$ cat config.mk
export PLATFORM = sky130hd
export DESIGN_NAME = seqdet_run_ctrl
export DESIGN_NICKNAME = d
export VERILOG_FILES = /design/src/rtl/seqdet_run_ctrl.sv
export SDC_FILE = /design/constraint.sdc
export NUM_CORES = 1
export LEC_CHECK = 0
export CAP_MARGIN = 10
export CELL_PAD_IN_SITES_DETAIL_PLACEMENT = 1
export CELL_PAD_IN_SITES_GLOBAL_PLACEMENT = 1
export CORE_MARGIN = 5
export CORE_UTILIZATION = 40
export DETAILED_ROUTE_END_ITERATION = 8
export PLACE_DENSITY = 0.9
export REMOVE_ABC_BUFFERS = 1
export SYNTH_ARGS = -nofsm -noshare
export SYNTH_HDL_FRONTEND = slang
export SYNTH_SLANG_ARGS = --single-unit
$ cat constraint.sdc
create_clock -name clk -period 3.4 [get_ports clk]
set_input_delay 0.68 -clock clk [delete_from_list [all_inputs] [get_ports clk]]
set_output_delay 0.68 -clock clk [all_outputs]
set_load 0.05 [all_outputs]
$ cat src/rtl/seqdet_run_ctrl.sv
// Run controller for the run-length sequence detector: loads a pattern and limit,
// clears the detector, shifts the pattern in LSB first and tallies rises of z.
module seqdet_run_ctrl #(
    parameter int PW    = 16,
    parameter int DRAIN = 2
) (
    input  logic                  clk,
    input  logic                  rst,
    input  logic                  start,
    input  logic [PW-1:0]         pattern,
    input  logic [$clog2(PW):0]   len,
    input  logic [3:0]            limit_cfg,
    output logic                  det_w,
    output logic                  det_rst,
    output logic [3:0]            det_limit,
    input  logic                  det_z,
    output logic                  busy,
    output logic                  done,
    output logic                  err,
    output logic [$clog2(PW)+1:0] hit_count,
    output logic [$clog2(PW)-1:0] first_hit_idx,
    output logic                  hit_valid
);
    localparam int IW = $clog2(PW) + 1;
    localparam int CW = $clog2(PW) + 2;
    localparam int FW = $clog2(PW);
    localparam int DW = (DRAIN > 1) ? $clog2(DRAIN) : 1;
    localparam logic [IW-1:0] PW_LEN     = IW'(PW);
    localparam logic [DW-1:0] DRAIN_LAST = DW'((DRAIN > 0) ? DRAIN - 1 : 0);

    typedef enum logic [2:0] {
        S_IDLE,
        S_CLEAR,
        S_SHIFT,
        S_DRAIN,
        S_DONE
    } state_t;

    state_t        state;
    state_t        state_d;
    logic [PW-1:0] pat_q;
    logic [IW-1:0] len_q;
    logic [3:0]    lim_q;
    logic [IW-1:0] idx;
    logic [DW-1:0] drain_cnt;
    logic          z_prev;
    logic [IW-1:0] last_idx;
    logic          cfg_bad;
    logic          accept;
    logic          sample_en;
    logic          z_rise;
    logic [FW-1:0] hit_idx;

    assign last_idx  = len_q - IW'(1);
    assign cfg_bad   = (limit_cfg < 4'd2) || (len > PW_LEN);
    // The detector was held in reset during CLEAR, so its z is only trusted
    // from the second SHIFT cycle onward.
    assign sample_en = ((state == S_SHIFT) && (idx != '0)) || (state == S_DRAIN);
    assign z_rise    = sample_en && det_z && !z_prev;
    // idx stays parked on the last bit through DRAIN, which gives the clamp for free.
    assign hit_idx   = (state == S_DRAIN) ? idx[FW-1:0] : FW'(idx - IW'(1));
    assign det_limit = lim_q;

    always_ff @(posedge clk) begin
        if (rst) begin
            state <= S_IDLE;
        end else begin
            state <= state_d;
        end
    end

    always_comb begin
        state_d = state;
        accept  = 1'b0;
        busy    = 1'b0;
        done    = 1'b0;
        det_rst = 1'b1;
        det_w   = 1'b0;
        case (state)
            S_IDLE: begin
                if (start) begin
                    accept = 1'b1;
                    if (cfg_bad || (len == '0)) begin
                        state_d = S_DONE;
                    end else begin
                        state_d = S_CLEAR;
                    end
                end
            end
            S_CLEAR: begin
                busy    = 1'b1;
                det_w   = pat_q[0];
                state_d = S_SHIFT;
            end
            S_SHIFT: begin
                busy    = 1'b1;
                det_rst = 1'b0;
                det_w   = pat_q[idx[FW-1:0]];
                if (idx == last_idx) begin
                    state_d = (DRAIN > 0) ? S_DRAIN : S_DONE;
                end
            end
            S_DRAIN: begin
                busy    = 1'b1;
                det_rst = 1'b0;
                det_w   = pat_q[idx[FW-1:0]];
                if (drain_cnt == DRAIN_LAST) begin
                    state_d = S_DONE;
                end
            end
            S_DONE: begin
                done    = 1'b1;
                state_d = S_IDLE;
            end
            default: begin
                state_d = S_IDLE;
            end
        endcase
    end

    always_ff @(posedge clk) begin
        if (rst) begin
            pat_q         <= '0;
            len_q         <= '0;
            lim_q         <= '0;
            idx           <= '0;
            drain_cnt     <= '0;
            z_prev        <= 1'b0;
            err           <= 1'b0;
            hit_count     <= '0;
            first_hit_idx <= '0;
            hit_valid     <= 1'b0;
        end else begin
            if (accept) begin
                pat_q         <= pattern;
                len_q         <= len;
                lim_q         <= limit_cfg;
                err           <= cfg_bad;
                hit_count     <= '0;
                first_hit_idx <= '0;
                hit_valid     <= 1'b0;
            end
            case (state)
                S_CLEAR: begin
                    idx       <= '0;
                    drain_cnt <= '0;
                    z_prev    <= 1'b0;
                end
                S_SHIFT: begin
                    if (idx != last_idx) begin
                        idx <= idx + IW'(1);
                    end
                end
                S_DRAIN: begin
                    drain_cnt <= drain_cnt + DW'(1);
                end
                default: begin
                end
            endcase
            if (sample_en) begin
                z_prev <= det_z;
                if (z_rise) begin
                    if (hit_count != '1) begin
                        hit_count <= hit_count + CW'(1);
                    end
                    if (!hit_valid) begin
                        hit_valid     <= 1'b1;
                        first_hit_idx <= hit_idx;
                    end
                end
            end
        end
    end
endmodule

Yosys cells after proc, flatten, opt, wreduce, memory -nomap -nowiden. Index checks and enable logic that the tools add are counted.

Bits in registers: 47. Logic and storage cells: 78. Output and inout bits: 20. Input bits: 29.

Multiplexer cells: 31. Equality and inequality tests: 11. Reductions and logical operators: 17. Magnitude comparators: 3. Add/sub/neg operators: 5.

Operators by type and width (number): $mux W6 (4); $mux W4 (5); $mux W1 (12); $mux W3 (4); $pmux W3 S4 (1); $pmux W5 S2 (1); $add A6 B1 Y6 const B (1); $eq A3 B2 Y1 const B (2); $ne A6 B6 Y1 const B (1); $reduce_bool A2 Y1 (3); $add A5 B1 Y5 const B (1); $eq A5 B5 Y1 (1); $gt A5 B5 Y1 const B (1); $logic_not A5 Y1 (1); $lt A4 B5 Y1 const B (1); $mux W5 (1); $ne A5 B5 Y1 (1); $reduce_bool A5 Y1 (1); $sub A5 B1 Y5 const B (1); $bmux W1 S4 (1); $lt A4 B2 Y1 const B (1); $ne A2 B1 Y1 const B (2); $ne A2 B2 Y1 const B (2); $pmux W1 S2 (2); 12 further kinds (16).

Longest topological paths before layout.
Word-level depth: 7. Depth in mapped cells: 7. Gate-level depth less buffers: 7.

Worst setup path after synthesis. Ideal clock, no wire load.

Kind: register -> output. From: register idx[0]. To: output det_w. Path buffers: 1. Arrival time: 1.827 ns. Stages on the path, launching flop included: 6. Data required time: 2.720 ns. Setup slack: 0.893 ns. Cells stage by stage: dfxtp_1 buf_2 mux4_2 mux4_2 inv_1 o21ai_1.

Word-level cells in the longest chain between the ends: 3.

RTL lines: start: declaration (line 44) `logic [IW-1:0] idx;`; start signal: assignment (line 151) `idx <= idx + IW'(1);`; $bmux W1 S4 (line 98, 106); $mux W1 (not written as such) (line 98, 106); $pmux W1 S2 (line 79) `case (state)`; end: declaration (line 13) `output logic det_w,`.

Every way passes these cells. The select of a mux whose other input is x is not followed.

Worst setup path after layout. Same ends and word-level chain as after synthesis.

==> results.tsv <==
metric	value	unit
outcome	complete, no violations	
Tcrit/Tclk final	86.9	%
Leak	1.05	nW
initial antenna violation count	0	
GRT Util Overall	17.4	%
min cycle time layout	2.95	ns
global route overflow	0	
CP max stage cell	mux4_2	
post-DR wirelength/cell	15.5	um
Worst Path Max Fanout	5	
die area	7520	sq um
critical path class	flop to output port	
P per Cell Area	442	nW/um^2
top_reg_cell synth	dfxtp_1	
Crit path top cell by count	mux4_2	
crit path from	idx[0]$_SDFFE_PP0P_	
Final Wtd Congestion	0.777	
diode count	0	
IO buf count	48	
Worst Path Required	2.72	ns
Starting Density	40.5	%
max-slew violation count	0	
critical path startpoint category	flop	
mapped cell area	2350	sq um
WL final	6.18	mm
Clock Latency Late Sink	0.30	ns
TritonRoute pass-1 iters	4	
first-pass GRT wire length	10.5	mm
crit-path leading delay family	multiplexers	
R2R Path Start	idx[0]$_SDFFE_PP0P_	
hold endpoint	det_limit[3]$_SDFFE_PP0P_	
register area share after synthesis	40.0	%
worst r2r path cells	7	
endpoints failing setup	0	
CTS buffer count	5	
ys async rst share	0	%
pin count of the biggest net entering global routing	52	
Routed Antenna Nets	0	
number of remaining DRC errors	0	
total of warnings raised by yosys	0	
Max Fclk	339	MHz
Hold Path Cell Cnt	2	
CP cell instances	mux4_2 -> mux4_2 -> inv_1 -> o21ai_1 -> dlymetal6s2s_1	
VDD IR-drop max	0.209	mV
Unique masters post-synth	45	
TNS Setup	0	ns
FILL cells	713	
Largest stage delay, worst path	0.56	ns
Mean Syn Cell Area	8.32	sq um
Iter 0 DRT Violations	85	
#FFs+latches synth	47	
unrepaired setup endpoints after global routing	no	
Cells after Synth	283	
Die Y	86.7	um
Nets	358	
Rows	28	
multi-input logic area	1320	sq um
Worst Hold Launch	det_limit[3]$_SDFFE_PP0P_	
Post-synth EDFFs	0	
r2r setup slk	1.28	ns
Final Skew	0.00451	ns
Ports	49	
worst slew pin tran	0.917	ns
# clock sinks	47	
vias per cell	5.43	
H-tree Lvls	2	
Clock Tree Root	clkbuf_8	
Max Cap Viol	0	
Die W	86.7	um
P&R area growth vs syn	27.0	%
Hold/Removal Path Class	flop to flop	
TritonCTS clock tree	yes	
Worst EP arrival	2.27	ns
clock slew at the register clock pins of the worst setup and hold paths	0.08	ns
DR vias	2166	
CTS resizes	0	
FF/Latch Area	941	sq um
Slew HR	38.9	%
share of layout cells above drive strength 1	8.95	%
Clock Path Buffers	2	
Post-CTS Repair Setup Buffers	0	
number of hold buffers added after cts	0	
final hold viol count	0	
core area	5820	sq um
DP Wirelength	4.51	mm
Finished Core Util	51.4	%
FF-to-FF End	first_hit_idx[1]$_SDFF_PP0_	
CP Capture Type	output port	
vias in the first global route	2233	
Buf+Inv Stages, Crit Path	2	
[synthesized netlist by cell type (3+ instances only)]
library cell,number,area share (%)
clkbuf_1,12,1.9
nand2b_1,5,1.3
o21ai_1,4,0.85
nor4_1,5,1.3
a21oi_1,37,7.9
nand3_1,11,2.3
o211ai_1,3,0.96
xnor2_1,7,2.6
mux4_2,5,4.8
inv_1,6,0.96
mux2i_1,4,1.7
nor3_1,4,0.85
ha_1,5,2.7
buf_2,6,1.3
or3_1,6,1.6
dfxtp_1,47,40
nand2_1,68,11
nor2_1,15,2.4
[power breakdown]
group,internal [mW],switching [mW]
logic,0.125,0.181
registers,0.586,0.0294
clock network,0.216,0.184
[routing by layer]
metal | routed length (um) | vias to the layer above | share of wire, % | global-route usage (%)
li1 | - | 1059 | - | -
met1 | 2560 | 1056 | 41 | 20.8
met2 | 3300 | 40 | 53 | 31.6
met3 | 203 | 11 | 3.3 | 2.85
met4 | 109 | 0 | 1.8 | 5.52
met5 | 0 | - | 0 | 0
[layout by cell type, fill, tap and decap left out, types with 3 or more instances in the layout]
cell,count
buf_4,5
mux2i_1,4
xnor2_1,7
dfxtp_1,47
o21ai_1,4
nor2_1,15
inv_1,6
clkbuf_8,5
clkdlybuf4s50_1,46
nand3_1,11
nor4_1,5
nand2_1,68
a21oi_1,37
ha_1,5
mux4_2,5
nor3_1,4
nand2b_1,5
o211ai_1,3
or3_1,6
[sequential cells by signal (all words and copies together) (netlist names)]
name and count:
det_limit 4, drain_cnt 1, err 1, first_hit_idx 4
hit_count 6, hit_valid 1, idx 5, len_q 5
pat_q 16, state 3, z_prev 1
[final cells by class]
| class | count | share of cell area, % |
|---|---|---|
| multi-input combinational | 211 | 44.0 |
| clock inverter | 1 | 1.00 |
| sequential | 47 | 31.5 |
| inverter | 6 | 0.753 |
| clock buffer | 6 | 2.43 |
| tap | 75 | 3.14 |
| timing repair buffer | 53 | 17.2 |
[cell families after synthesis]
logic type / after synthesis / share of synthesized area, %
and+or+nand+nor: 132 / 27.7
adders and majority gates: 5 / 2.66
buffers and inverters: 25 / 4.46
xor gates and xnor gates: 10 / 4.04
DFF: 47 / 40.0
muxes: 10 / 6.96
AOI/OAI and AO/OA: 54 / 14.2
[how the worst max path moves through the flow]
| stage | end | depth (start not counted) |
|---|---|---|
| 3_3_place_gp | det_w | 5 |
| 3_5_place_dp | det_w | 5 |
| 4_1_cts | det_w | 5 |
| 5_1_grt | det_w | 5 |
| 6_report | det_w | 5 |
| 2_1_floorplan | err$_SDFFE_PP0P_ | 2 |
[per-stage QoR]
stage          hold WS [ns]  worst slack, ns  instance area (sq um)  power [mW]  cells
2_1_floorplan         0.427           0.0301                   2270       0.813    264
3_3_place_gp          0.441            0.390                   2890       0.924    392
3_5_place_dp          0.452            0.362                   2890       0.936    392
4_1_cts               0.463           0.0155                   2990        1.34    399
5_1_grt               0.487            0.328                   2990        1.39    399
6_report              0.462            0.447                   2990        1.32    399
[tightest hold or removal path, stage by stage (launching register included)]
cell     delay, ns
dfxtp_1       0.31
nand2_1       0.05
a21oi_1       0.05
Power figures use the tool's default switching activity.
